===== src/rtl/cic_sample_sequencer.sv =====
// Captures one CIC sample per decimated period into a small FIFO during an armed window
// and streams each sample out MSB-first as bytes over a valid/ready handshake.
module cic_sample_sequencer #(
   parameter int unsigned DATA_WIDTH  = 20,
   parameter int unsigned FIFO_DEPTH  = 4,
   parameter int unsigned COUNT_WIDTH = 8
) (
   input  logic                   clk_i,
   input  logic                   rstn_i,
   input  logic                   cic_clk_i,
   input  logic [DATA_WIDTH-1:0]  sample_i,
   input  logic                   start_i,
   input  logic                   stop_i,
   input  logic [COUNT_WIDTH-1:0] capture_count_i,
   output logic [7:0]             byte_o,
   output logic                   byte_valid_o,
   input  logic                   byte_ready_i,
   output logic                   busy_o,
   output logic                   overflow_o,
   output logic                   done_o
);

   localparam int unsigned NB  = (DATA_WIDTH + 7) / 8;
   localparam int unsigned SW  = NB * 8;
   localparam int unsigned AW  = $clog2(FIFO_DEPTH);
   localparam int unsigned BCW = (NB > 1) ? $clog2(NB) : 1;

   localparam logic [1:0] IDLE    = 2'd0;
   localparam logic [1:0] CAPTURE = 2'd1;
   localparam logic [1:0] DRAIN   = 2'd2;

   logic [1:0]             state_q, state_d;
   logic                   cic_prev_q;
   logic [COUNT_WIDTH-1:0] count_q, count_d;
   logic [COUNT_WIDTH-1:0] edge_cnt_q, edge_cnt_d, edge_cnt_inc;
   logic                   overflow_q, overflow_d;

   logic [DATA_WIDTH-1:0]  mem_q [FIFO_DEPTH];
   logic [AW:0]            wr_ptr_q, wr_ptr_d, rd_ptr_q, rd_ptr_d;
   logic                   fifo_empty, fifo_full;

   logic [SW-1:0]          shift_q, shift_d;
   logic [BCW-1:0]         bytes_left_q, bytes_left_d;
   logic                   byte_valid_q, byte_valid_d;

   logic edge_det, cap_edge, push, pop, drop, hit, xfer, last_byte, ser_free, done;

   assign edge_det     = cic_clk_i & ~cic_prev_q;
   assign cap_edge     = (state_q == CAPTURE) & edge_det;
   assign edge_cnt_inc = edge_cnt_q + COUNT_WIDTH'(1);

   assign fifo_empty = (wr_ptr_q == rd_ptr_q);
   assign fifo_full  = (wr_ptr_q[AW] != rd_ptr_q[AW]) &&
                       (wr_ptr_q[AW-1:0] == rd_ptr_q[AW-1:0]);

   assign xfer      = byte_valid_q & byte_ready_i;
   assign last_byte = (bytes_left_q == '0);
   // The serializer can take a new sample when idle or finishing its last byte this cycle.
   assign ser_free  = ~byte_valid_q | (xfer & last_byte);
   assign pop       = ser_free & ~fifo_empty;
   assign push      = cap_edge & (~fifo_full | pop);
   assign drop      = cap_edge & ~push;
   assign hit       = cap_edge && (count_q != '0) && (edge_cnt_inc == count_q);
   assign done      = (state_q == DRAIN) && fifo_empty && ~byte_valid_q;

   always_comb begin
      state_d    = state_q;
      count_d    = count_q;
      edge_cnt_d = edge_cnt_q;
      overflow_d = overflow_q;
      case (state_q)
         IDLE: begin
            if (start_i) begin
               count_d    = capture_count_i;
               edge_cnt_d = '0;
               overflow_d = 1'b0;
               state_d    = CAPTURE;
            end
         end
         CAPTURE: begin
            if (edge_det) edge_cnt_d = edge_cnt_inc;
            if (drop)     overflow_d = 1'b1;
            if (hit || stop_i) state_d = DRAIN;
         end
         DRAIN: begin
            if (done) state_d = IDLE;
         end
         default: state_d = IDLE;
      endcase
   end

   always_comb begin
      shift_d      = shift_q;
      bytes_left_d = bytes_left_q;
      byte_valid_d = byte_valid_q;
      if (pop) begin
         shift_d      = SW'(mem_q[rd_ptr_q[AW-1:0]]);
         bytes_left_d = BCW'(NB - 1);
         byte_valid_d = 1'b1;
      end else if (xfer) begin
         if (last_byte) begin
            byte_valid_d = 1'b0;
         end else begin
            shift_d      = shift_q << 8;
            bytes_left_d = bytes_left_q - BCW'(1);
         end
      end
   end

   assign wr_ptr_d = push ? wr_ptr_q + (AW+1)'(1) : wr_ptr_q;
   assign rd_ptr_d = pop  ? rd_ptr_q + (AW+1)'(1) : rd_ptr_q;

   always_ff @(posedge clk_i or negedge rstn_i) begin
      if (!rstn_i) begin
         state_q      <= IDLE;
         cic_prev_q   <= 1'b1;
         count_q      <= '0;
         edge_cnt_q   <= '0;
         overflow_q   <= 1'b0;
         wr_ptr_q     <= '0;
         rd_ptr_q     <= '0;
         shift_q      <= '0;
         bytes_left_q <= '0;
         byte_valid_q <= 1'b0;
      end else begin
         state_q      <= state_d;
         cic_prev_q   <= cic_clk_i;
         count_q      <= count_d;
         edge_cnt_q   <= edge_cnt_d;
         overflow_q   <= overflow_d;
         wr_ptr_q     <= wr_ptr_d;
         rd_ptr_q     <= rd_ptr_d;
         shift_q      <= shift_d;
         bytes_left_q <= bytes_left_d;
         byte_valid_q <= byte_valid_d;
      end
   end

   // Storage array needs no reset; pointers define which entries are live.
   always_ff @(posedge clk_i) begin
      if (push) mem_q[wr_ptr_q[AW-1:0]] <= sample_i;
   end

   assign byte_o       = byte_valid_q ? shift_q[SW-1 -: 8] : 8'h00;
   assign byte_valid_o = byte_valid_q;
   assign busy_o       = (state_q != IDLE);
   assign overflow_o   = overflow_q;
   assign done_o       = done;

endmodule


===== config.mk =====
export PLATFORM = sky130hd
export DESIGN_NAME = cic_sample_sequencer
export DESIGN_NICKNAME = d
export VERILOG_FILES = /design/src/rtl/cic_sample_sequencer.sv
export SDC_FILE = /design/constraint.sdc
export NUM_CORES = 1
export LEC_CHECK = 0
export ABC_AREA = 0
export CAP_MARGIN = 10
export CORE_MARGIN = 4
export CORE_UTILIZATION = 30
export DETAILED_ROUTE_END_ITERATION = 16
export DONT_BUFFER_PORTS = 1
export SETUP_SLACK_MARGIN = 0.05
export SYNTH_ARGS = -nofsm -noshare
export SYNTH_HDL_FRONTEND = slang
export SYNTH_SLANG_ARGS = --single-unit
export TNS_END_PERCENT = 10

===== constraint.sdc =====
create_clock -name clk_i -period 2.3 [get_ports clk_i]
set_input_delay 0.46 -clock clk_i [delete_from_list [all_inputs] [get_ports clk_i]]
set_output_delay 0.46 -clock clk_i [all_outputs]
set_load 0.01 [all_outputs]

Word level (Yosys, flattened, before mapping). Memory sizes are Yosys's and may differ from the RTL's. Index checks and enable logic that the tools add are counted.

$add $sub $neg: 4. Equal/unequal tests: 12. Multiplexer cells: 22. Bitwise gates (word level): 14. Reductions and logical operators: 19.

Operator list (number): 2-to-1 mux 24 bit (3); 2-to-1 mux 8 bit (3); case mux 8 bit (2 select lines) (1); 2-to-1 mux 2 bit (6); != test 2 bit (second input constant) (5); AND reduction 3 bit (3); adder 8 x 1 -> 8 bit (second input constant) (1); equality test 8 bit (1); nonzero test 2 bit (4); nonzero test 8 bit (1); bitwise AND 1 bit (7); 2-to-1 mux 1 bit (7); adder 3 x 1 -> 3 bit (second input constant) (2); case mux 2 bit (3 select lines) (1); AND reduction 2 bit (3); logical AND 1 bit (5); NOT 1 bit (5); zero test 2 bit (2); equality test 3 bit (1); equality test 2 x 1 -> 1 bit (second input constant) (1); equality test 2 bit (1); equality test 2 bit (second input constant) (1); != test 2 x 1 -> 1 bit (second input constant) (1); bitwise OR 1 bit (2); other kinds (4) (4).

Register bits: 53. RAM bits: 80. Input port bits: 34. Output and inout port bits: 12. Logic and storage cells: 82. Memories kept: 1.

Memories: mem_q (words 4, width 20, read ports 1, clocked after Yosys merged registers in 0, write ports 1, line 38) `logic [DATA_WIDTH-1:0] mem_q [FIFO_DEPTH];`.

Depth between registers and ports, before layout. Gate-level depths: netlist (run 1).

Depth in word-level cells: 10. Mapped depth: 8. Depth with buffers taken out: 7.

Least setup slack after synthesis (run 1). Ideal clock, no wire load.

Path kind: register to register. Start point: reg state_q[1]. End point: mem mem_q[3][0], enable pin. Setup time: 0.380 ns. Arrival time: 1.582 ns. Required time: 1.920 ns. Slack: 0.338 ns. Stages on the path, launching flop included: 5. Buffers on the path: 1. Clock period less this slack: 1.962 ns. Path through: dfrtp_1 -> clkbuf_1 -> nor2_1 -> o311a_1 -> and2_1.

Longest elaborated chain between the ends: 5.

RTL lines: start: declaration (line 32) `logic [1:0] state_q, state_d;`; start signal: assignment (line 126) `state_q <= state_d;`; equality test 2 x 1 -> 1 bit (line 49) `assign cap_edge = (state_q == CAPTURE) & edge_det;`; bitwise AND 1 bit (line 49); bitwise AND 1 bit (line 61) `assign push = cap_edge & (~fifo_full | pop);`; 2-to-1 mux 1 bit (line 141) `if (push) mem_q[wr_ptr_q[AW-1:0]] <= sample_i;`; 2-to-1 mux 1 bit (implied by the code) (line 141); end: declaration (line 38).

No other way between the ends.

Worst setup path in the final report (run 1).
Start point: reg wr_ptr_q[1]. End point: out done_o.

Longest elaborated chain between the ends: 3.

RTL lines: start: declaration (line 39) `logic [AW:0] wr_ptr_q, wr_ptr_d, rd_ptr_q, rd_ptr_d;`; start signal: assignment (line 131) `wr_ptr_q <= wr_ptr_d;`; equality test 3 bit (line 52) `assign fifo_empty = (wr_ptr_q == rd_ptr_q);`; logical AND 1 bit (2 in a row) (line 64) `assign done = (state_q == DRAIN) && fifo_empty && ~byte_valid_q;`; end: declaration (line 20) `output logic done_o`.

No other way between the ends.

==> out/results.tsv, run 1 <==
stage	metric	value	unit
routing	wl_per_cell	17.8	um
clock_tree	clkTransAtPathRegs	0.06	ns
flow_run	maxCapViolations	0	
grt	gr-usage-all-layers	11.4	%
routing	drcViolationCount	0	
clock_tree	cts_setup_buffers	0	
finish	n_fill_cell	1741	
timing	period_share	91.6	%
synthesis	yosysTopAreaCellShare	43.4	%
hold_path	hold_depth	0	
routing	detail-route-antenna-nets	0	
power_and_ir_drop	irDropWorstVdd	679	uV
timing	setup_viol	0	
synthesis	synth_most_common_cell	edfxtp_1	
finish	diodes	0	
setup_path	critPathTopFamily	flip-flops	
finish	final_area	6440	um^2
grt	antenna_found_initial	0	
synthesis	synth_edf_count	80	
clock_tree	tritoncts	done	
routing	dr.pass1.iters	4	
synthesis	synth_cell_types	43	
routing	drt_iter0_markers	266	
synthesis	avgSynthCellArea	15.3	um^2
synthesis	async_reset_ff_share	39.8	%
power_and_ir_drop	p_per_area	1230	nW/um^2
place	dp.cells	584	
setup_path	rr_worst_depth	5	
place	port_buffers	0	
setup_path	crit_type	flop to output port	
clock_tree	clock_latency	0.41	ns
floorplanning	die_height	144	um
status	status	completed	
timing	slew_headroom	49.3	%
floorplanning	core_area	18000	um^2
grt	grt_max_degree	54	
clock_tree	root_buffer	clkbuf_16	
setup_path	r2r_end	mem_q[1][16]	
finish	instances_no_fill	618	
place	dpl-instance-area	5820	um^2
timing	slew_violations	0	
timing	fin_ws	0.193	ns
finish	multi_input_area	1670	um^2
hold_path	worstHoldStart	cic_clk_i	
synthesis	synth_warnings	0	
synthesis	synth_commonest_cells	edfxtp_1 (80), dfrtp_1 (52), nand2_1 (37), mux4_2 (20), and2_1 (14)	
setup_path	cp_cell_sequence	xnor2_1 > nand3_2 > nor3_1 > buf_4	
setup_path	max_stage_delay	0.43	ns
finish	final-seq-area	3730	um^2
synthesis	synth_cells	361	
clock_tree	clkSinkCount	133	
floorplanning	start_util	30.7	%
synthesis	synth_top_area_cell	edfxtp_1	
finish	fin_nets	417	
synthesis	synth_fp_nets	402	
grt	grt_pass1_wl	17700	um
routing	viasPerCell	4.96	
setup_path	crit_fanout	6	
routing	routed_wl	11000	um
hold_path	hold_path_class	input pin to flop	
place	place_hpwl	6990	um
clock_tree	clk_path_buf_depth	2	
synthesis	synth-seq-cells	133	
finish	drive_gt1_share	20.8	%
timing	fin_tns_setup	0	ns
clock_tree	cts_made_buffers	17	
setup_path	crit_required	1.84	ns
place	dp_slack	0.340	ns
setup_path	regToRegStartpoint	cic_prev_q	
grt	gr-total-overflow	0	
timing	hold_viol	0	
synthesis	synth-seq-area-share	67.4	%
setup_path	cp_num_buf_inv	1	
floorplanning	dieWidth	144	um
synthesis	synth_ff_type	edfxtp_1	
finish	fin_util	35.7	%
timing	fin_hold_ws	0.0447	ns
timing	fmaxAchievable	475	MHz
setup_path	crit_slowest_cell	dfrtp_1	
setup_path	worst_setup_path_end_kind	output port	
floorplanning	die_area	20700	um^2
place	gp_congestion	0.818	
synthesis	synth_area_leaders	edfxtp_1 (43%), dfrtp_1 (24%), mux4_2 (8.1%)	
setup_path	startpoint_type	flop	
timing	clock_skew	0.0103	ns
timing	period_needed	2.11	ns
finish	syn2layout_area_growth	16.4	%
synthesis	syn-cell-area	5530	um^2
setup_path	r2r_slack	0.33	ns
grt	grt_pass1_vias	3224	
timing	rsz0062_at_grt	false	
clock_tree	holdBufCountCts	2	
timing	worst_slew_pin_slew	0.761	ns
floorplanning	rows	49	
power_and_ir_drop	total_power	7.94	mW
hold_path	hold_end	cic_prev_q	
clock_tree	cts_resized	0	
power_and_ir_drop	leakagePower	2.41	nW
routing	route.vias.total	3064	
floorplanning	ios	46	
clock_tree	htree_levels	4	
setup_path	crit_arrival	1.65	ns
[cells in the final DEF, fill, tap and decap left out, types with 7 or more instances in the layout]
cell and n:
buf_4 10, inv_1 11, mux2_2 8, a31oi_1 8, a22o_1 10, nand2_1 37
ha_1 7, nor2_1 13, mux4_2 20, and2_1 14, edfxtp_1 80, xnor2_1 11
clkbuf_16 17, o21ai_0 13, dfrtp_1 52, a21oi_1 7
[registers in the layout, indices dropped and copies added, names as in the netlist]
signal / cells
overflow_o: 1
mem_q: 80
state_q: 2
edge_cnt_q: 8
bytes_left_q: 2
wr_ptr_q: 3
rd_ptr_q: 3
count_q: 8
byte_valid_o: 1
cic_prev_q: 1
shift_q: 24
[power by group]
group / total [mW] / internal (mW) / switching, mW
sequential: 3.26 / 2.94 / 0.318
combinational: 2.07 / 0.973 / 1.09
clock: 2.61 / 1.45 / 1.16
[worst register-to-register path, stage by stage (launching register included)]
cell,delay (ns)
dfstp_2,0.37
nand2b_1,0.17
nor2_1,0.26
o311a_1,0.35
and2_1,0.16
buf_4,0.32
[cell families (layout without fill, tap and decap cells)]
family                     after synthesis  in the layout  share of synthesized area [%]
DFF                                    133            133                           67.4
and+or+nand+nor                         90             90                           8.32
AOI/OAI and AO/OA                       56             56                           7.22
muxes                                   28             28                           9.77
buffers and inverters                   28             56                           2.40
xor gates and xnor gates                19             19                           3.28
adders and majority gates                7              7                           1.58
[layer usage]
layer / up-vias / global-route usage (%) / share of wire (%)
met5: - / 0 / 0
met4: 0 / 4.51 / 1.4
met3: 13 / 4.26 / 7.9
met2: 104 / 18.3 / 49
met1: 1555 / 13.9 / 41
li1: 1392 / - / -
[worst max-delay path by stage]
stage	startpoint	depth (start not counted)	slack [ns]	to
2_1_floorplan	state_q[1]	4	0.34	mem_q[3][0]
6_report	wr_ptr_q[1]	4	0.19	done_o
5_1_grt	wr_ptr_q[1]	4	0.08	done_o
3_5_place_dp	cic_clk_i	5	0.34	mem_q[0][7]
4_1_cts	wr_ptr_q[1]	4	0.20	done_o
3_3_place_gp	cic_clk_i	5	0.40	mem_q[0][7]
[layout make-up]
type | instances | area share, %
flip-flops and latches | 133 | 57.9
multi-input cells | 200 | 25.9
clock buffers | 17 | 6.60
well taps | 229 | 4.45
clock inverters | 15 | 2.43
repair buffers | 13 | 2.06
inverters | 11 | 0.641
Note: power is estimated with default switching activity, not from simulation.
==> inputs of run 2 (changes only) <==
--- a/config.mk
+++ b/config.mk
@@ -6,12 +6,13 @@
 export NUM_CORES = 1
 export LEC_CHECK = 0
 export ABC_AREA = 0
-export CAP_MARGIN = 10
+export CAP_MARGIN = 20
 export CORE_MARGIN = 4
 export CORE_UTILIZATION = 30
 export DETAILED_ROUTE_END_ITERATION = 16
 export DONT_BUFFER_PORTS = 1
 export SETUP_SLACK_MARGIN = 0.05
+export SKIP_LAST_GASP = 1
 export SYNTH_ARGS = -nofsm -noshare
 export SYNTH_HDL_FRONTEND = slang
 export SYNTH_SLANG_ARGS = --single-unit
==> results of run 2 <==
No change in the layout: final DEF, timing and power equal those of run 1.
==> inputs of run 3 (changes only) <==
--- a/config.mk
+++ b/config.mk
@@ -10,7 +10,6 @@
 export CORE_MARGIN = 4
 export CORE_UTILIZATION = 30
 export DETAILED_ROUTE_END_ITERATION = 16
-export DONT_BUFFER_PORTS = 1
 export SETUP_SLACK_MARGIN = 0.05
 export SKIP_LAST_GASP = 1
 export SYNTH_ARGS = -nofsm -noshare
==> out/results.tsv, run 3 (synthesis results as in run 1) <==
stage	metric	value	unit
setup_path	r2r_end	shift_q[11]	
setup_path	critPathLaunch	state_q[0]	
clock_tree	clock_latency	0.42	ns
finish	syn2layout_area_growth	25.8	%
power_and_ir_drop	irDropWorstVdd	672	uV
finish	n_fill_cell	1664	
clock_tree	htree_levels	4	
grt	gr-usage-all-layers	11.9	%
power_and_ir_drop	leakagePower	2.63	nW
finish	drive_gt1_share	21.2	%
finish	diodes	0	
timing	clock_skew	0.0120	ns
finish	final-seq-area	3730	um^2
setup_path	crit_slowest_cell	clkdlybuf4s50_1	
clock_tree	clkTransAtPathRegs	0.06	ns
status	status	completed	
routing	drcViolationCount	0	
routing	drt_iter0_markers	184	
timing	fmaxAchievable	456	MHz
timing	period_share	95.4	%
clock_tree	clkSinkCount	133	
grt	gr-total-overflow	0	
finish	instances_no_fill	673	
finish	largest_reg_flops	80	
timing	setup_viol	0	
place	place_hpwl	7320	um
floorplanning	die_height	144	um
place	dp_slack	0.0144	ns
timing	slew_violations	0	
clock_tree	clk_path_buf_depth	2	
finish	final_common_cell	edfxtp_1	
setup_path	crit_fanout	10	
routing	detail-route-antenna-nets	0	
grt	antenna_found_initial	0	
timing	rsz0062_at_grt	true	
grt	grt_max_degree	24	
floorplanning	start_util	30.7	%
setup_path	crit_type	flop to output port	
finish	fin_nets	472	
clock_tree	cts_made_buffers	17	
floorplanning	ios	46	
routing	dr.pass1.iters	4	
timing	hold_viol	0	
timing	fin_hold_ws	0.0384	ns
floorplanning	rows	49	
timing	worst_slew_pin_slew	0.654	ns
setup_path	rr_worst_depth	4	
routing	routed_wl	11200	um
finish	multi_input_area	1680	um^2
floorplanning	dieWidth	144	um
setup_path	max_stage_delay	0.48	ns
setup_path	worst_setup_path_end_kind	output port	
setup_path	cp_cell_sequence	buf_4 > or2_2 > clkdlybuf4s50_1	
timing	slew_headroom	56.4	%
place	port_buffers	45	
floorplanning	core_area	18000	um^2
place	gp_congestion	0.829	
setup_path	cp_num_buf_inv	2	
timing	period_needed	2.20	ns
floorplanning	die_area	20700	um^2
grt	grt_pass1_vias	3486	
setup_path	crit_required	1.84	ns
timing	fin_ws	0.105	ns
hold_path	hold_path_class	input pin to async pin	
grt	grt_pass1_wl	18600	um
place	dp.cells	640	
clock_tree	root_buffer	clkbuf_16	
setup_path	startpoint_type	flop	
power_and_ir_drop	p_per_area	1170	nW/um^2
finish	mostFrequentLayoutCells	edfxtp_1 (80), dfrtp_1 (51), clkdlybuf4s50_1 (43)	
setup_path	r2r_slack	0.43	ns
setup_path	critPathTopFamily	buffers and inverters	
setup_path	crit_arrival	1.74	ns
setup_path	regToRegStartpoint	rd_ptr_q[0]	
flow_run	maxCapViolations	0	
clock_tree	tritoncts	done	
routing	wl_per_cell	16.6	um
routing	viasPerCell	4.80	
routing	route.vias.total	3229	
==> run 3: cell count changes in the layout (fill, tap and decap cells not counted), moves of 2 or more <==
| cell | change |
|---|---|
| buf_4 | +8 |
| buf_12 | +4 |
| clkinv_2 | +2 |
| clkdlybuf4s50_1 | +43 |
| clkinv_8 | -3 |
==> run 3: how the worst max path moves through the flow <==
stage / slack [ns] / cells past startpoint / end
after floorplan: 0.34 / 4 / mem_q[3][0]
after global placement: 0.05 / 6 / mem_q[3][7]
after detailed placement: 0.01 / 6 / mem_q[3][7]
after CTS: -0.09 / 2 / byte_o[7]
after global routing: 0.04 / 3 / busy_o
final: 0.10 / 3 / busy_o
==> run 3: repair_timing <==
action	CTS	global route
endpoints found under the setup margin	9	10
hold buffers	0	0
resized for setup	2	1
gates cloned	0	0
buffers inserted	0	1
==> run 3: worst reg2reg max path: stages, from the launching register on <==
cell and delay, ns:
dfrtp_1 0.39, buf_4 0.42, mux4_2 0.58, a222oi_1 0.30, inv_1 0.07
==> run 3: area by class of cell <==
cell class,instances,area share [%]
flip-flops and latches,133,53.6
repair buffers,68,9.76
multi-input cells,200,24.1
well taps,229,4.12
clock buffers,18,6.17
inverters,11,0.593
clock inverters,14,1.67
==> run 3: through the flow <==
stage	utilization [%]	TNS, ns	instance area [um^2]	power, mW
3_3_place_gp	35.5	0	6400	5.66
6_report	38.6	0	6960	8.16
5_1_grt	38.6	0	6960	8.67
2_1_floorplan	-	0	5530	4.90
3_5_place_dp	35.5	0	6400	5.73
4_1_cts	38.6	-0.506	6950	8.26
==> run 3: report_power, final <==
part | leakage, nW | internal, mW | switching (mW) | total, mW
combinational | 0.974 | 1.26 | 1.17 | 2.43
sequential | 1.39 | 2.94 | 0.298 | 3.24
clock | 0.268 | 1.41 | 1.08 | 2.49
total | 2.63 | 5.61 | 2.55 | 8.16
==> run 3: per-layer routing <==
layer	GRT usage [%]	up-vias	wire length [um]
li1	-	1500	-
met4	4.81	0	212
met3	3.39	16	575
met1	15.1	1633	4950
met5	0	-	0
met2	19.2	80	5460
